--- src/rtl/mips_multicycle_ctrl_if.sv ---
// Control bundle between the multicycle MIPS controller and its datapath.
// The controller uses the master modport; the datapath uses the slave modport.
interface mips_multicycle_ctrl_if;
    logic [5:0] Op;
    logic [5:0] Funct;
    logic       Zero;
    logic       IorD;
    logic       MemWrite;
    logic       IRWrite;
    logic       RegDst;
    logic       MemtoReg;
    logic       RegWrite;
    logic       ALUSrcA;
    logic [1:0] ALUSrcB;
    logic [2:0] ALUControl;
    logic [1:0] PCSrc;
    logic       PCEn;
    logic       ExtOp;
    logic [3:0] State;

    modport master (
        input  Op, Funct, Zero,
        output IorD, MemWrite, IRWrite, RegDst, MemtoReg, RegWrite, ALUSrcA, ALUSrcB,
               ALUControl, PCSrc, PCEn, ExtOp, State
    );

    modport slave (
        output Op, Funct, Zero,
        input  IorD, MemWrite, IRWrite, RegDst, MemtoReg, RegWrite, ALUSrcA, ALUSrcB,
               ALUControl, PCSrc, PCEn, ExtOp, State
    );
endinterface

--- src/rtl/mips_multicycle_ctrl.sv ---
// Moore-style main controller for the multicycle MIPS datapath, with a wait
// counter that stretches the memory-access states (FETCH, MEMRD, MEMWR).
module mips_multicycle_ctrl #(
    parameter int unsigned MEM_WAIT = 0
) (
    input logic                   clk,
    input logic                   rst_n,
    mips_multicycle_ctrl_if.master bus
);

    typedef enum logic [3:0] {
        StFetch  = 4'd0,
        StDecode = 4'd1,
        StMemAdr = 4'd2,
        StMemRd  = 4'd3,
        StMemWb  = 4'd4,
        StMemWr  = 4'd5,
        StExecR  = 4'd6,
        StAluWb  = 4'd7,
        StBeq    = 4'd8,
        StImmEx  = 4'd9,
        StImmWb  = 4'd10,
        StJump   = 4'd11
    } state_e;

    localparam logic [5:0] OpRtype = 6'b000000;
    localparam logic [5:0] OpLw    = 6'b100011;
    localparam logic [5:0] OpSw    = 6'b101011;
    localparam logic [5:0] OpBeq   = 6'b000100;
    localparam logic [5:0] OpAddi  = 6'b001000;
    localparam logic [5:0] OpSlti  = 6'b001010;
    localparam logic [5:0] OpAndi  = 6'b001100;
    localparam logic [5:0] OpOri   = 6'b001101;
    localparam logic [5:0] OpJ     = 6'b000010;

    localparam logic [2:0] AluAdd = 3'b010;
    localparam logic [2:0] AluSub = 3'b110;
    localparam logic [2:0] AluAnd = 3'b000;
    localparam logic [2:0] AluOr  = 3'b001;
    localparam logic [2:0] AluSlt = 3'b111;

    localparam logic [3:0] WaitLast = 4'(MEM_WAIT);

    state_e     state_q, state_d;
    logic [3:0] wait_q, wait_d;
    logic       wait_done;
    logic       pcwrite, branch, irwrite, memwrite, regwrite;

    always_ff @(posedge clk or negedge rst_n) begin
        if (!rst_n) begin
            state_q <= StFetch;
            wait_q  <= 4'd0;
        end else begin
            state_q <= state_d;
            wait_q  <= wait_d;
        end
    end

    always_comb begin
        state_d        = state_q;
        pcwrite        = 1'b0;
        branch         = 1'b0;
        irwrite        = 1'b0;
        memwrite       = 1'b0;
        regwrite       = 1'b0;
        bus.IorD       = 1'b0;
        bus.RegDst     = 1'b0;
        bus.MemtoReg   = 1'b0;
        bus.ALUSrcA    = 1'b0;
        bus.ALUSrcB    = 2'b00;
        bus.ALUControl = AluAdd;
        bus.PCSrc      = 2'b00;
        bus.ExtOp      = 1'b0;
        wait_done      = (wait_q == WaitLast);

        case (state_q)
            StFetch: begin
                bus.ALUSrcB = 2'b01;
                if (wait_done) begin
                    irwrite = 1'b1;
                    pcwrite = 1'b1;
                    state_d = StDecode;
                end
            end
            StDecode: begin
                bus.ALUSrcB = 2'b11;
                bus.ExtOp   = 1'b1;
                case (bus.Op)
                    OpLw, OpSw:                     state_d = StMemAdr;
                    OpRtype:                        state_d = StExecR;
                    OpBeq:                          state_d = StBeq;
                    OpAddi, OpSlti, OpAndi, OpOri:  state_d = StImmEx;
                    OpJ:                            state_d = StJump;
                    default:                        state_d = StFetch;
                endcase
            end
            StMemAdr: begin
                bus.ALUSrcA = 1'b1;
                bus.ALUSrcB = 2'b10;
                bus.ExtOp   = 1'b1;
                state_d     = (bus.Op == OpSw) ? StMemWr : StMemRd;
            end
            StMemRd: begin
                bus.IorD = 1'b1;
                if (wait_done) state_d = StMemWb;
            end
            StMemWb: begin
                bus.MemtoReg = 1'b1;
                regwrite     = 1'b1;
                state_d      = StFetch;
            end
            StMemWr: begin
                bus.IorD = 1'b1;
                if (wait_done) begin
                    memwrite = 1'b1;
                    state_d  = StFetch;
                end
            end
            StExecR: begin
                bus.ALUSrcA = 1'b1;
                case (bus.Funct)
                    6'b100000: bus.ALUControl = AluAdd;
                    6'b100010: bus.ALUControl = AluSub;
                    6'b100100: bus.ALUControl = AluAnd;
                    6'b100101: bus.ALUControl = AluOr;
                    6'b101010: bus.ALUControl = AluSlt;
                    default:   bus.ALUControl = AluAdd;
                endcase
                state_d = StAluWb;
            end
            StAluWb: begin
                bus.RegDst = 1'b1;
                regwrite   = 1'b1;
                state_d    = StFetch;
            end
            StBeq: begin
                bus.ALUSrcA    = 1'b1;
                bus.ALUControl = AluSub;
                bus.PCSrc      = 2'b01;
                branch         = 1'b1;
                state_d        = StFetch;
            end
            StImmEx: begin
                bus.ALUSrcA = 1'b1;
                bus.ALUSrcB = 2'b10;
                case (bus.Op)
                    OpSlti:  begin bus.ALUControl = AluSlt; bus.ExtOp = 1'b1; end
                    OpAndi:  begin bus.ALUControl = AluAnd; bus.ExtOp = 1'b0; end
                    OpOri:   begin bus.ALUControl = AluOr;  bus.ExtOp = 1'b0; end
                    default: begin bus.ALUControl = AluAdd; bus.ExtOp = 1'b1; end
                endcase
                state_d = StImmWb;
            end
            StImmWb: begin
                regwrite = 1'b1;
                state_d  = StFetch;
            end
            StJump: begin
                bus.PCSrc = 2'b10;
                pcwrite   = 1'b1;
                state_d   = StFetch;
            end
            default: state_d = StFetch;
        endcase

        // Every state change clears the counter, so entry into a wait state starts at 0.
        wait_d = (state_d != state_q) ? 4'd0 : wait_q + 4'd1;
    end

    // Write enables are gated by rst_n so nothing is written while reset is held.
    assign bus.IRWrite  = irwrite & rst_n;
    assign bus.MemWrite = memwrite & rst_n;
    assign bus.RegWrite = regwrite & rst_n;
    assign bus.PCEn     = (pcwrite | (branch & bus.Zero)) & rst_n;
    assign bus.State    = state_q;

endmodule

--- src/flat_wrapper.sv ---
// flat-port wrapper written by rule: the top's interface ports become plain ports
module mips_multicycle_ctrl_flat 
#(
    parameter int unsigned MEM_WAIT = 0
)
  (clk, rst_n, bus_Op, bus_Funct, bus_Zero, bus_IorD, bus_MemWrite, bus_IRWrite, bus_RegDst, bus_MemtoReg, bus_RegWrite, bus_ALUSrcA, bus_ALUSrcB, bus_ALUControl, bus_PCSrc, bus_PCEn, bus_ExtOp, bus_State);
  mips_multicycle_ctrl_if bus_i ();
  input logic clk;
  input logic rst_n;
  input wire logic [$bits(bus_i.Op)-1:0] bus_Op;
  input wire logic [$bits(bus_i.Funct)-1:0] bus_Funct;
  input wire logic [$bits(bus_i.Zero)-1:0] bus_Zero;
  output wire logic [$bits(bus_i.IorD)-1:0] bus_IorD;
  output wire logic [$bits(bus_i.MemWrite)-1:0] bus_MemWrite;
  output wire logic [$bits(bus_i.IRWrite)-1:0] bus_IRWrite;
  output wire logic [$bits(bus_i.RegDst)-1:0] bus_RegDst;
  output wire logic [$bits(bus_i.MemtoReg)-1:0] bus_MemtoReg;
  output wire logic [$bits(bus_i.RegWrite)-1:0] bus_RegWrite;
  output wire logic [$bits(bus_i.ALUSrcA)-1:0] bus_ALUSrcA;
  output wire logic [$bits(bus_i.ALUSrcB)-1:0] bus_ALUSrcB;
  output wire logic [$bits(bus_i.ALUControl)-1:0] bus_ALUControl;
  output wire logic [$bits(bus_i.PCSrc)-1:0] bus_PCSrc;
  output wire logic [$bits(bus_i.PCEn)-1:0] bus_PCEn;
  output wire logic [$bits(bus_i.ExtOp)-1:0] bus_ExtOp;
  output wire logic [$bits(bus_i.State)-1:0] bus_State;
  assign bus_i.Op = bus_Op;
  assign bus_i.Funct = bus_Funct;
  assign bus_i.Zero = bus_Zero;
  assign bus_IorD = bus_i.IorD;
  assign bus_MemWrite = bus_i.MemWrite;
  assign bus_IRWrite = bus_i.IRWrite;
  assign bus_RegDst = bus_i.RegDst;
  assign bus_MemtoReg = bus_i.MemtoReg;
  assign bus_RegWrite = bus_i.RegWrite;
  assign bus_ALUSrcA = bus_i.ALUSrcA;
  assign bus_ALUSrcB = bus_i.ALUSrcB;
  assign bus_ALUControl = bus_i.ALUControl;
  assign bus_PCSrc = bus_i.PCSrc;
  assign bus_PCEn = bus_i.PCEn;
  assign bus_ExtOp = bus_i.ExtOp;
  assign bus_State = bus_i.State;
  mips_multicycle_ctrl #(.MEM_WAIT(MEM_WAIT)) u_core (.clk(clk), .rst_n(rst_n), .bus(bus_i));
endmodule
--- config.mk ---
export PLATFORM = sky130hd
export DESIGN_NAME = mips_multicycle_ctrl_flat
export DESIGN_NICKNAME = d
export VERILOG_FILES = /design/src/rtl/mips_multicycle_ctrl_if.sv /design/src/rtl/mips_multicycle_ctrl.sv /design/src/flat_wrapper.sv
export SDC_FILE = /design/constraint.sdc
export NUM_CORES = 1
export LEC_CHECK = 0
export BUFFER_PORTS_ARGS = -buffer_cell sky130_fd_sc_hd__buf_2
export CORE_ASPECT_RATIO = 0.75
export CORE_UTILIZATION = 45
export CTS_BUF_LIST = sky130_fd_sc_hd__clkbuf_4
export CTS_CLUSTER_SIZE = 24
export DETAILED_ROUTE_END_ITERATION = 10
export GPL_ROUTABILITY_DRIVEN = 0
export MAX_ROUTING_LAYER = met4
export PLACE_DENSITY = 0.82
export SLEW_MARGIN = 20
export SYNTH_ARGS = -nofsm -noshare
export SYNTH_HDL_FRONTEND = slang
export SYNTH_SLANG_ARGS = --single-unit
--- constraint.sdc ---
create_clock -name clk -period 1.5 [get_ports clk]
set_input_delay 0.15 -clock clk [delete_from_list [all_inputs] [get_ports clk]]
set_output_delay 0.15 -clock clk [all_outputs]
set_load 0.01 [all_outputs]
==> flow_summary.yaml, run 1 <==
run_status:
  lastStage: "global routing (5_1_grt)"
  tool.error: "[ERROR DPL-0033] detailed placement checks failed during check placement."
  status: "aborted with a tool error"
placement:
  hpwl_um: 2470
  dp_cells: 199
  dp_worst_setup_slack_ps: -297
  portBuffers: 34
yosys:
  synthFlopType: "dfrtp_1"
  syn_avg_cell_area_um2: 7.37
  yosysUniqueCellTypes: 42
  syn_area_um2: 907
  ys_seq_elements: 8
  yosysWarnings: 0
  netlist_instances: 123
  seq_area_frac_synth: 0.221
  synth_nets: 140
  async_flop_share: 1.00
  synth_edf_count: 0
global_route:
  grt_antenna_before_repair: 0
  grt_max_degree: 20
clocking:
  cts_buffers: 3
  numClockSinks: 8
  clockRootBuffer: "clkbuf_4"
  cts_max_level: 1
  clk_path_buf_depth: 2
timing:
  crit_endpoint: "bus_ALUControl[0]"
  endpoint_type: "output port"
floorplan:
  start_util: 0.502
  die_h_um: 40.9
  io_pins: 35
  rows: 13
  die_w_um: 53.8
==> Yosys cell counts, types with 2 or more instances <==
master     instances  area share
nand2_1           14       0.058
nor2_1            13       0.054
a21oi_1           12       0.066
dfrtp_1            8        0.22
o21ai_0            7       0.039
nand3_1            6       0.033
nor3_1             6       0.033
nor4b_1            5       0.048
clkbuf_1           4       0.017
inv_1              4       0.017
nor3b_1            4       0.033
o21a_1             3       0.025
a211o_1            2       0.019
a2bb2oi_1          2       0.019
ha_1               2       0.028
mux2_2             2       0.025
nand2b_1           2       0.014
nor2b_1            2       0.014
xor2_1             2       0.019
==> cell families after synthesis <==
logic type      share of synthesized area
xor+xnor                           0.0290
flops                               0.221
simple gates                        0.393
compound gates                      0.247
buf+inv                            0.0579
fa+ha+maj                          0.0276
mux                                0.0248
==> metrics by stage <==
stage / area, um2 / util / setup TNS [ps]
2_1_floorplan: 956 / - / -717
3_3_place_gp: 1310 / 0.724 / -1180
3_5_place_dp: 1310 / 0.724 / -2100
4_1_cts: 1540 / 0.852 / -4410
==> repair_timing <==
| action | 4_1_cts |
|---|---|
| gates resized for setup | 31 |
| hold buffers | 1 |
| endpoints found under the hold margin | 8 |
| pin swaps | 4 |
| buffers inserted | 11 |
| endpoints found under the setup margin | 21 |
==> inputs of run 2 (changes only) <==
CORE_AREA = 2 2 63 65   (was not set)
CORE_ASPECT_RATIO = not set   (was 0.75)
CORE_UTILIZATION = not set   (was 45)
CTS_BUF_LIST = not set   (was sky130_fd_sc_hd__clkbuf_4)
CTS_CLUSTER_SIZE = not set   (was 24)
DIE_AREA = 0 0 65 67   (was not set)
MAX_ROUTING_LAYER = not set   (was met4)
PLACE_DENSITY = not set   (was 0.82)
PLACE_DENSITY_LB_ADDON = 0.15   (was not set)
clock period = 1.95 ns   (was 1.5 ns; I/O delays follow)
==> flow_summary.yaml, run 2 <==
timing:
  worst_pin_slew_ps: 312
  hold_viol: 0
  skew_ps: 0.955
  setup_ws_ps: -11.4
  rsz0062_at_grt: "yes"
  setup_viol: 3
  period_needed_ps: 1960
  finalCritPeriodShare: 1.01
  slew-limit-headroom: 0.789
  timing.final.max_slew_violations: 0
  fmax_mhz: 510
floorplan:
  die_w_um: 65
  core-area_mm2: 0.00361
  io_pins: 35
  rows: 22
  die_h_um: 67
  dieArea_mm2: 0.00436
  start_util: 0.252
clocking:
  clk_path_buf_depth: 2
  numClockSinks: 8
  clockRootBuffer: "clkbuf_8"
  path_clk_slew_ps: 50
  cts_buffers: 3
  cts_tree: "built"
  clk_latency_ps: 230
  cts_max_level: 1
yosys:
  synthFlopType: "dfrtp_1"
  yosys.area_share.xor_xnor: 0.0290
  yosysUniqueCellTypes: 42
  syn_avg_cell_area_um2: 7.37
  synth_fa_ha_area_frac: 0.0276
  muxShareOfSynthArea: 0.0248
  synth_compound_area_frac: 0.247
  synth_edf_count: 0
  seq_area_frac_synth: 0.221
  yosysTopAreaCell: "dfrtp_1"
  synth_nets: 140
  netlist_instances: 123
  yosysWarnings: 0
  ys_seq_elements: 8
  synthTopCellsByCount: "nand2_1 (14), nor2_1 (13), a21oi_1 (12)"
  yosys.area_share.simple: 0.393
  syn_area_um2: 907
  ys_top_cells_by_area: "dfrtp_1 (22%), a21oi_1 (6.6%), nand2_1 (5.8%), nor2_1 (5.4%), nor4b_1 (4.8%)"
  synth_top_area_frac: 0.221
  synth.most_common_cell: "nand2_1"
  synth_top_family_by_area: "simple AND/OR/NAND/NOR gates"
  async_flop_share: 1.00
global_route:
  grt_pass1_vias: 1060
  grt_max_degree: 22
  track_usage: 0.143
  grt_overflow: 0
  grt_pass1_wl_um: 4830
  grt_antenna_before_repair: 0
cells_and_area:
  final_common_cell: "buf_2"
  layout_common_cells: "buf_2 (34), nand2_1 (14), nor2_1 (13), buf_4 (13), a21oi_1 (12)"
  fin_nets: 186
  layout-drive-gt1-share: 0.413
  areaGrowthSynthToFinish_pct: 46.9
  insertedDiodeCount: 0
  design_area_mm2: 0.00133
  n_fill_cell: 392
min_path:
  holdCritPathClass: "input port to asynchronous set/reset pin"
placement:
  portBuffers: 34
  dpl_cell_area_mm2: 0.00115
  hpwl_um: 2160
drt:
  drtIter0Drc: 57
  dr.pass1.iters: 4
  routed_wl_um: 2980
  via_per_inst: 5.08
  wl_per_cell_um: 13.9
  vias: 1092
  drc: 0
  postRouteAntennaNets: 0
run_status:
  failed_checks: "negative setup slack"
  status: "finished, violations left"
power:
  powerDensity_mw_per_mm2: 1240
  leakagePower_nw: 0.615
  total_power_w: 0.00166
  peakVddDrop_mv: 0.344
setup_path:
  path_class: "register to register"
  end_kind: "register"
  r2r_cells: 9
  required_ps: 2110
  crit_fanout: 4
  start_kind: "register"
  cp.arrival_ps: 2120
job:
  max_cap_violations: 0
## run 2: what timing repair did
| item | 4_1_cts | 5_1_grt |
|---|---|---|
| cloned | 0 | 0 |
| resized for setup | 10 | 7 |
| hold buffers | 1 | 0 |
| endpoints found under the hold margin | 8 | 0 |
| setup endpoints to repair | 2 | 8 |
| buffers inserted | 5 | 1 |
| pin swaps | 3 | 4 |
## run 2: metrics by stage
stage / instances / setup TNS, ps / hold slack [ps] / worst slack [ps] / utilization
detailed placement: 205 / 0 / 78.8 / 24.3 / 0.320
CTS: 214 / -50.8 / 361 / -32.8 / 0.355
floorplan: 123 / 0 / -101 / 199 / -
global placement: 205 / 0 / 77.9 / 79.5 / 0.320
global route: 215 / -748 / 385 / -184 / 0.370
finish: 215 / -20.4 / 368 / -11.4 / 0.370
## run 2: cells by family after synthesis
logic type | Yosys count
AND/OR/NAND/NOR | 63
AO/OA/AOI/OAI | 34
buffers and inverters | 11
flip-flops | 8
XOR/XNOR | 3
multiplexers | 2
adder cells (fa/ha/maj) | 2
## run 2: report_power, final
group	switching [W]	internal, W
Sequential	0.0000385	0.000212
Clock	0.0000757	0.000135
Combinational	0.000673	0.000524
## run 2: per-layer routing
| layer | up-vias | global-route usage | routed length, um |
|---|---|---|---|
| met3 | 4 | 0.0220 | 149 |
| met1 | 509 | 0.174 | 1360 |
| met5 | - | 0 | 0 |
| li1 | 543 | - | - |
| met4 | 0 | 0.0559 | 44 |
| met2 | 36 | 0.251 | 1420 |
## run 2: area by class of cell
type | count | area [um2] | area share
Clock buffer | 3 | 41.3 | 0.0310
Inverter | 4 | 15.0 | 0.0113
Multi-Input combinational cell | 104 | 737 | 0.553
Sequential cell | 8 | 201 | 0.151
Tap cell | 48 | 60.1 | 0.0451
Timing Repair Buffer | 48 | 278 | 0.208
## run 2: worst paths after layout
path | to | slack [ps] | start
min reg2reg | u_core.wait_q[0] | 550 | u_core.wait_q[0]
max in group asynchronous | u_core.bus.State[2] | 1350 | rst_n
min | u_core.wait_q[3] | 370 | rst_n
min in group clk | u_core.bus.State[1] | 390 | bus_Op[5]
max | u_core.wait_q[3] | -10 | u_core.wait_q[0]
max reg2reg | u_core.wait_q[3] | -10 | u_core.wait_q[0]
## run 2: worst max-delay path, cell delays in order (launching register included)
cell and delay [ps]:
dfrtp_1 380, inv_2 80, ha_4 130, or3b_4 380, buf_4 150, a2bb2oi_2 150
a2bb2oi_1 170, o221ai_1 120, buf_4 170, a21oi_1 140
No activity file was read; power rests on OpenSTA's default activity.
==> inputs of run 3 (changes only) <==
BUFFER_PORTS_ARGS = not set   (was -buffer_cell sky130_fd_sc_hd__buf_2)
DONT_BUFFER_PORTS = 1   (was not set)
==> flow_summary.yaml, run 3 (synthesized netlist as in run 2, its figures left out) <==
clocking:
  cts_tree: "built"
  cts_max_level: 1
  numClockSinks: 8
  cts_buffers: 3
  clk_latency_ps: 230
  path_clk_slew_ps: 40
  clk_path_buf_depth: 2
  clockRootBuffer: "clkbuf_8"
timing:
  fmax_mhz: 508
  hold_viol: 0
  rsz0062_at_grt: "yes"
  fin_worst_hold_slack_ps: 211
  setup_viol: 2
  worst_pin_slew_ps: 395
  period_needed_ps: 1970
  setup_ws_ps: -20.4
  slew-limit-headroom: 0.736
  skew_ps: 2.77
  timing.final.max_slew_violations: 0
  finalCritPeriodShare: 1.01
cells_and_area:
  final_cell_count_no_fill: 184
  final_common_cell: "buf_4"
  insertedDiodeCount: 0
  n_fill_cell: 394
  utilization: 0.325
  design_area_mm2: 0.00117
  layout-drive-gt1-share: 0.257
  areaGrowthSynthToFinish_pct: 29.1
  layout_common_cells: "buf_4 (15), nand2_1 (14), nor2_1 (13)"
  fin_nets: 155
global_route:
  track_usage: 0.131
  grt_max_degree: 19
  grt_overflow: 0
  grt_pass1_wl_um: 4430
  grt_pass1_vias: 931
  grt_antenna_before_repair: 0
drt:
  postRouteAntennaNets: 0
  wl_met2_um: 1380
  drc: 0
  dr.pass1.iters: 4
  via_per_inst: 5.40
  routed_wl_um: 2840
  wl_met3_um: 235
  highest_layer: "met3"
  wl_met1_um: 1230
  wl_per_cell_um: 15.4
  drtIter0Drc: 42
  vias: 993
placement:
  dp_cells: 177
  dpl_cell_area_mm2: 0.00103
  hpwl_um: 2130
  portBuffers: 0
setup_path:
  cp.arrival_ps: 1780
  crit_family: "simple AND/OR/NAND/NOR gates"
  start_kind: "register"
  required_ps: 1750
  end_kind: "primary output"
  path_class: "register to primary output"
  crit_fanout: 6
  crit_chain: "inv_2 > ha_4 > or3b_4 > o21ai_2 > a2bb2oi_1 > nor3b_1 > buf_4"
  crit_buf_inv: 2
  slowest_delay_ps: 430
  cp_slowest_cell: "or3b_4"
power:
  leakagePower_nw: 0.471
  total_power_w: 0.00150
  peakVddDrop_mv: 0.264
  powerDensity_mw_per_mm2: 1280
floorplan:
  die_h_um: 67
  dieArea_mm2: 0.00436
  rows: 22
  io_pins: 35
  core-area_mm2: 0.00361
  start_util: 0.252
  die_w_um: 65
job:
  max_cap_violations: 0
run_status:
  failed_checks: "negative setup slack"
  status: "finished, violations left"
min_path:
  holdCritPathClass: "input port to register"
run 3: cell count changes in the layout (fill, tap and decap cells not counted), sizes merged:
cell and change:
buf -31
run 3: what timing repair did:
action                                  in CTS  in global routing
pin swaps                                    4                  2
gates cloned                                 0                  0
hold buffers                                 1                  0
endpoints found under the hold margin        8                  0
endpoints found under the setup margin       2                  6
resized for setup                            9                  5
buffers inserted                             1                  2
run 3: where the power goes:
group          internal, W  switching [W]
clock             0.000134      0.0000651
sequential        0.000210      0.0000362
combinational     0.000429       0.000626
total             0.000774       0.000727
run 3: per-stage QoR:
stage	setup WS, ps	setup TNS, ps
floorplan	199	0
global placement	47.9	0
detailed placement	32.7	0
CTS	-37.1	-37.1
global route	-96.9	-199
finish	-20.4	-25.2
run 3: path summary, 6_finish.rpt:
check                                       from             endpoint  slack, ps  cells past startpoint
worst max-delay path            u_core.wait_q[1]             bus_PCEn        -20                      7
worst min-delay path                   bus_Op[0]  u_core.bus.State[3]        210                      2
worst max register to register  u_core.wait_q[1]     u_core.wait_q[1]         70                      8
worst min register to register  u_core.wait_q[3]     u_core.wait_q[3]        640                      3
max in group asynchronous                  rst_n     u_core.wait_q[3]       1340                      1
min in group asynchronous                  rst_n  u_core.bus.State[2]        330                      1
run 3: per-layer routing:
metal | GRT usage | vias to the layer above
li1 | - | 483
met1 | 0.147 | 480
met2 | 0.237 | 30
met3 | 0.0557 | 0
met4 | 0.0160 | 0
met5 | 0 | -
run 3: final cells by class:
cell class | instances | area (um2) | area share
multi-input cells | 104 | 721 | 0.615
flip-flops and latches | 8 | 200 | 0.171
repair buffers | 17 | 134 | 0.114
well taps | 48 | 60.1 | 0.0513
clock buffers | 3 | 41.3 | 0.0353
inverters | 4 | 15.0 | 0.0128
==> inputs of run 4 (changes only) <==
ABC_AREA = 1   (was not set)
BUFFER_PORTS_ARGS = -buffer_cell sky130_fd_sc_hd__buf_2   (was not set)
DONT_BUFFER_PORTS = not set   (was 1)
==> flow_summary.yaml, run 4 <==
drt:
  routed_wl_um: 2440
  dr.pass1.iters: 4
  postRouteAntennaNets: 0
  wl_per_cell_um: 10.5
  vias: 1040
  drtIter0Drc: 29
  via_per_inst: 4.46
  drc: 0
floorplan:
  io_pins: 35
  rows: 22
  core-area_mm2: 0.00361
  die_w_um: 65
  die_h_um: 67
  dieArea_mm2: 0.00436
  start_util: 0.232
setup_path:
  required_ps: 1750
  start_kind: "register"
  crit_family: "flip-flops"
  r2r_end: "u_core.wait_q[2]"
  crit_fanout: 7
  cp.arrival_ps: 1560
  endpoint: "bus_ALUControl[2]"
  crit_start: "u_core.bus.State[0]"
  crit_buf_inv: 2
  path_class: "register to primary output"
  r2r_start: "u_core.bus.State[2]"
  crit_chain: "inv_2 > nor2_2 > nand2_2 > o311ai_0 > buf_2"
  cp_slowest_cell: "dfrtp_2"
  reg2reg_slack_ps: 320
  slowest_delay_ps: 430
  r2r_cells: 9
  crit_cells: 5
  end_kind: "primary output"
clocking:
  cts_buffers: 3
  clk_path_buf_depth: 2
  clockRootBuffer: "clkbuf_8"
  clk_latency_ps: 230
  cts_tree: "built"
  path_clk_slew_ps: 40
  cts_max_level: 1
  numClockSinks: 8
cells_and_area:
  design_area_mm2: 0.00112
  layout_common_cells: "nand2_1 (35), buf_2 (34), nor2_1 (27)"
  areaGrowthSynthToFinish_pct: 34.6
  final_common_cell: "nand2_1"
  fin_nets: 204
  n_fill_cell: 423
  multi_input_area_um2: 536
  layout-drive-gt1-share: 0.281
  regArea_um2: 203
  insertedDiodeCount: 0
global_route:
  track_usage: 0.119
  grt_overflow: 0
  grt_antenna_before_repair: 0
  grt_pass1_vias: 990
  grt_pass1_wl_um: 4070
  grt_max_degree: 12
placement:
  hpwl_um: 2100
  portBuffers: 34
  dpl_cell_area_mm2: 0.00107
yosys:
  synthFlopType: "dfrtp_1"
  synth_top_area_frac: 0.240
  synth_edf_count: 0
  synth_nets: 164
  synth.most_common_cell: "nand2_1"
  yosysWarnings: 0
  async_flop_share: 1.00
  yosysUniqueCellTypes: 22
  netlist_instances: 147
  synthTopCellsByCount: "nand2_1 (36), nor2_1 (28), inv_1 (24)"
  syn_avg_cell_area_um2: 5.69
  yosysTopAreaCell: "dfrtp_1"
  seq_area_frac_synth: 0.240
  ys_top_cells_by_area: "dfrtp_1 (24%), nand2_1 (16%), nor2_1 (13%), nand3_1 (11%), inv_1 (11%)"
  ys_seq_elements: 8
  syn_area_um2: 836
timing:
  skew_ps: 2.58
  fmax_mhz: 568
  worst_pin_slew_ps: 336
  setup_tns_ps: 0
  period_needed_ps: 1760
  fin_worst_hold_slack_ps: 343
  timing.final.max_slew_violations: 0
  slew-limit-headroom: 0.775
  setup_viol: 0
  hold_viol: 0
  rsz0062_at_grt: "no"
  finalCritPeriodShare: 0.902
power:
  p_switching_w: 0.000660
  total_power_w: 0.00129
  p_clk_frac: 0.153
  p_int_w: 0.000635
  leakagePower_nw: 0.681
  power_frac_seq: 0.220
  switching_share: 0.510
  combPwrFrac: 0.627
  peakVddDrop_mv: 0.516
  powerDensity_mw_per_mm2: 1150
job:
  max_cap_violations: 0
min_path:
  holdCritPathClass: "input port to register"
run_status:
  status: "complete, no violations"
run 4: changes by cell type after synthesis, sizes merged, moves of 5 or more:
cell	change
o21ai	-5
nor2	+19
nor4b	-5
inv	+24
a21oi	-11
nand3	+13
nand2	+24
run 4: layout make-up:
type	count	area share
Clock buffer	3	0.0367
Inverter	28	0.0934
Multi-Input combinational cell	111	0.476
Sequential cell	8	0.180
Tap cell	48	0.0534
Timing Repair Buffer	35	0.160
run 4: per-stage QoR:
stage | util | setup WS (ps) | instances
2_1_floorplan | - | 409 | 147
3_3_place_gp | 0.296 | 278 | 229
3_5_place_dp | 0.296 | 283 | 229
4_1_cts | 0.310 | 94.5 | 233
5_1_grt | 0.312 | 8.73 | 233
6_report | 0.312 | 191 | 233
run 4: metal layers:
layer	global-route usage	wire length, um
met1	0.141	1120
met2	0.213	1170
met3	0.0186	106
met4	0.0452	34
met5	0	0
run 4: worst register-to-register path: stages, from the launching register on:
cell,delay [ps]
dfrtp_1,420
nor2_1,300
nand2_1,150
nor2_1,160
nor2_1,80
nand3_2,90
nand2_1,50
nand2_1,60
nand2_1,100
nor3_1,140
run 4: cell families after synthesis:
logic type	synth area share
AO/OA/AOI/OAI	0.0584
XOR/XNOR	0.0210
adder cells (fa/ha/maj)	0.0299
buffers and inverters	0.126
flip-flops	0.240
AND/OR/NAND/NOR	0.525
run 4: what timing repair did:
action / in CTS / in global routing
gates resized for setup: 0 / 4
hold buffers: 1 / 0
hold endpoints to repair: 8 / 0
setup endpoints to repair: 0 / 2
setup buffers: 0 / 0
run 4: power groups by stage:
stage	combinational (W)	sequential, W	clock [W]
floorplan	0.000537	0.000280	0
global placement	0.000812	0.000283	0
detailed placement	0.000812	0.000281	0
CTS	0.000814	0.000281	0.000205
global route	0.000937	0.000294	0.000209
finish	0.000811	0.000285	0.000198
run 4: worst min-delay path by stage:
stage	cells after the start	from	slack (ps)	endpoint
6_report	4	bus_Op[3]	340	u_core.bus.State[3]
5_1_grt	4	bus_Op[3]	390	u_core.bus.State[3]
4_1_cts	4	bus_Op[3]	330	u_core.bus.State[3]
3_5_place_dp	1	rst_n	70	u_core.bus.State[1]
3_3_place_gp	1	rst_n	70	u_core.bus.State[1]
2_1_floorplan	0	rst_n	-100	u_core.bus.State[0]
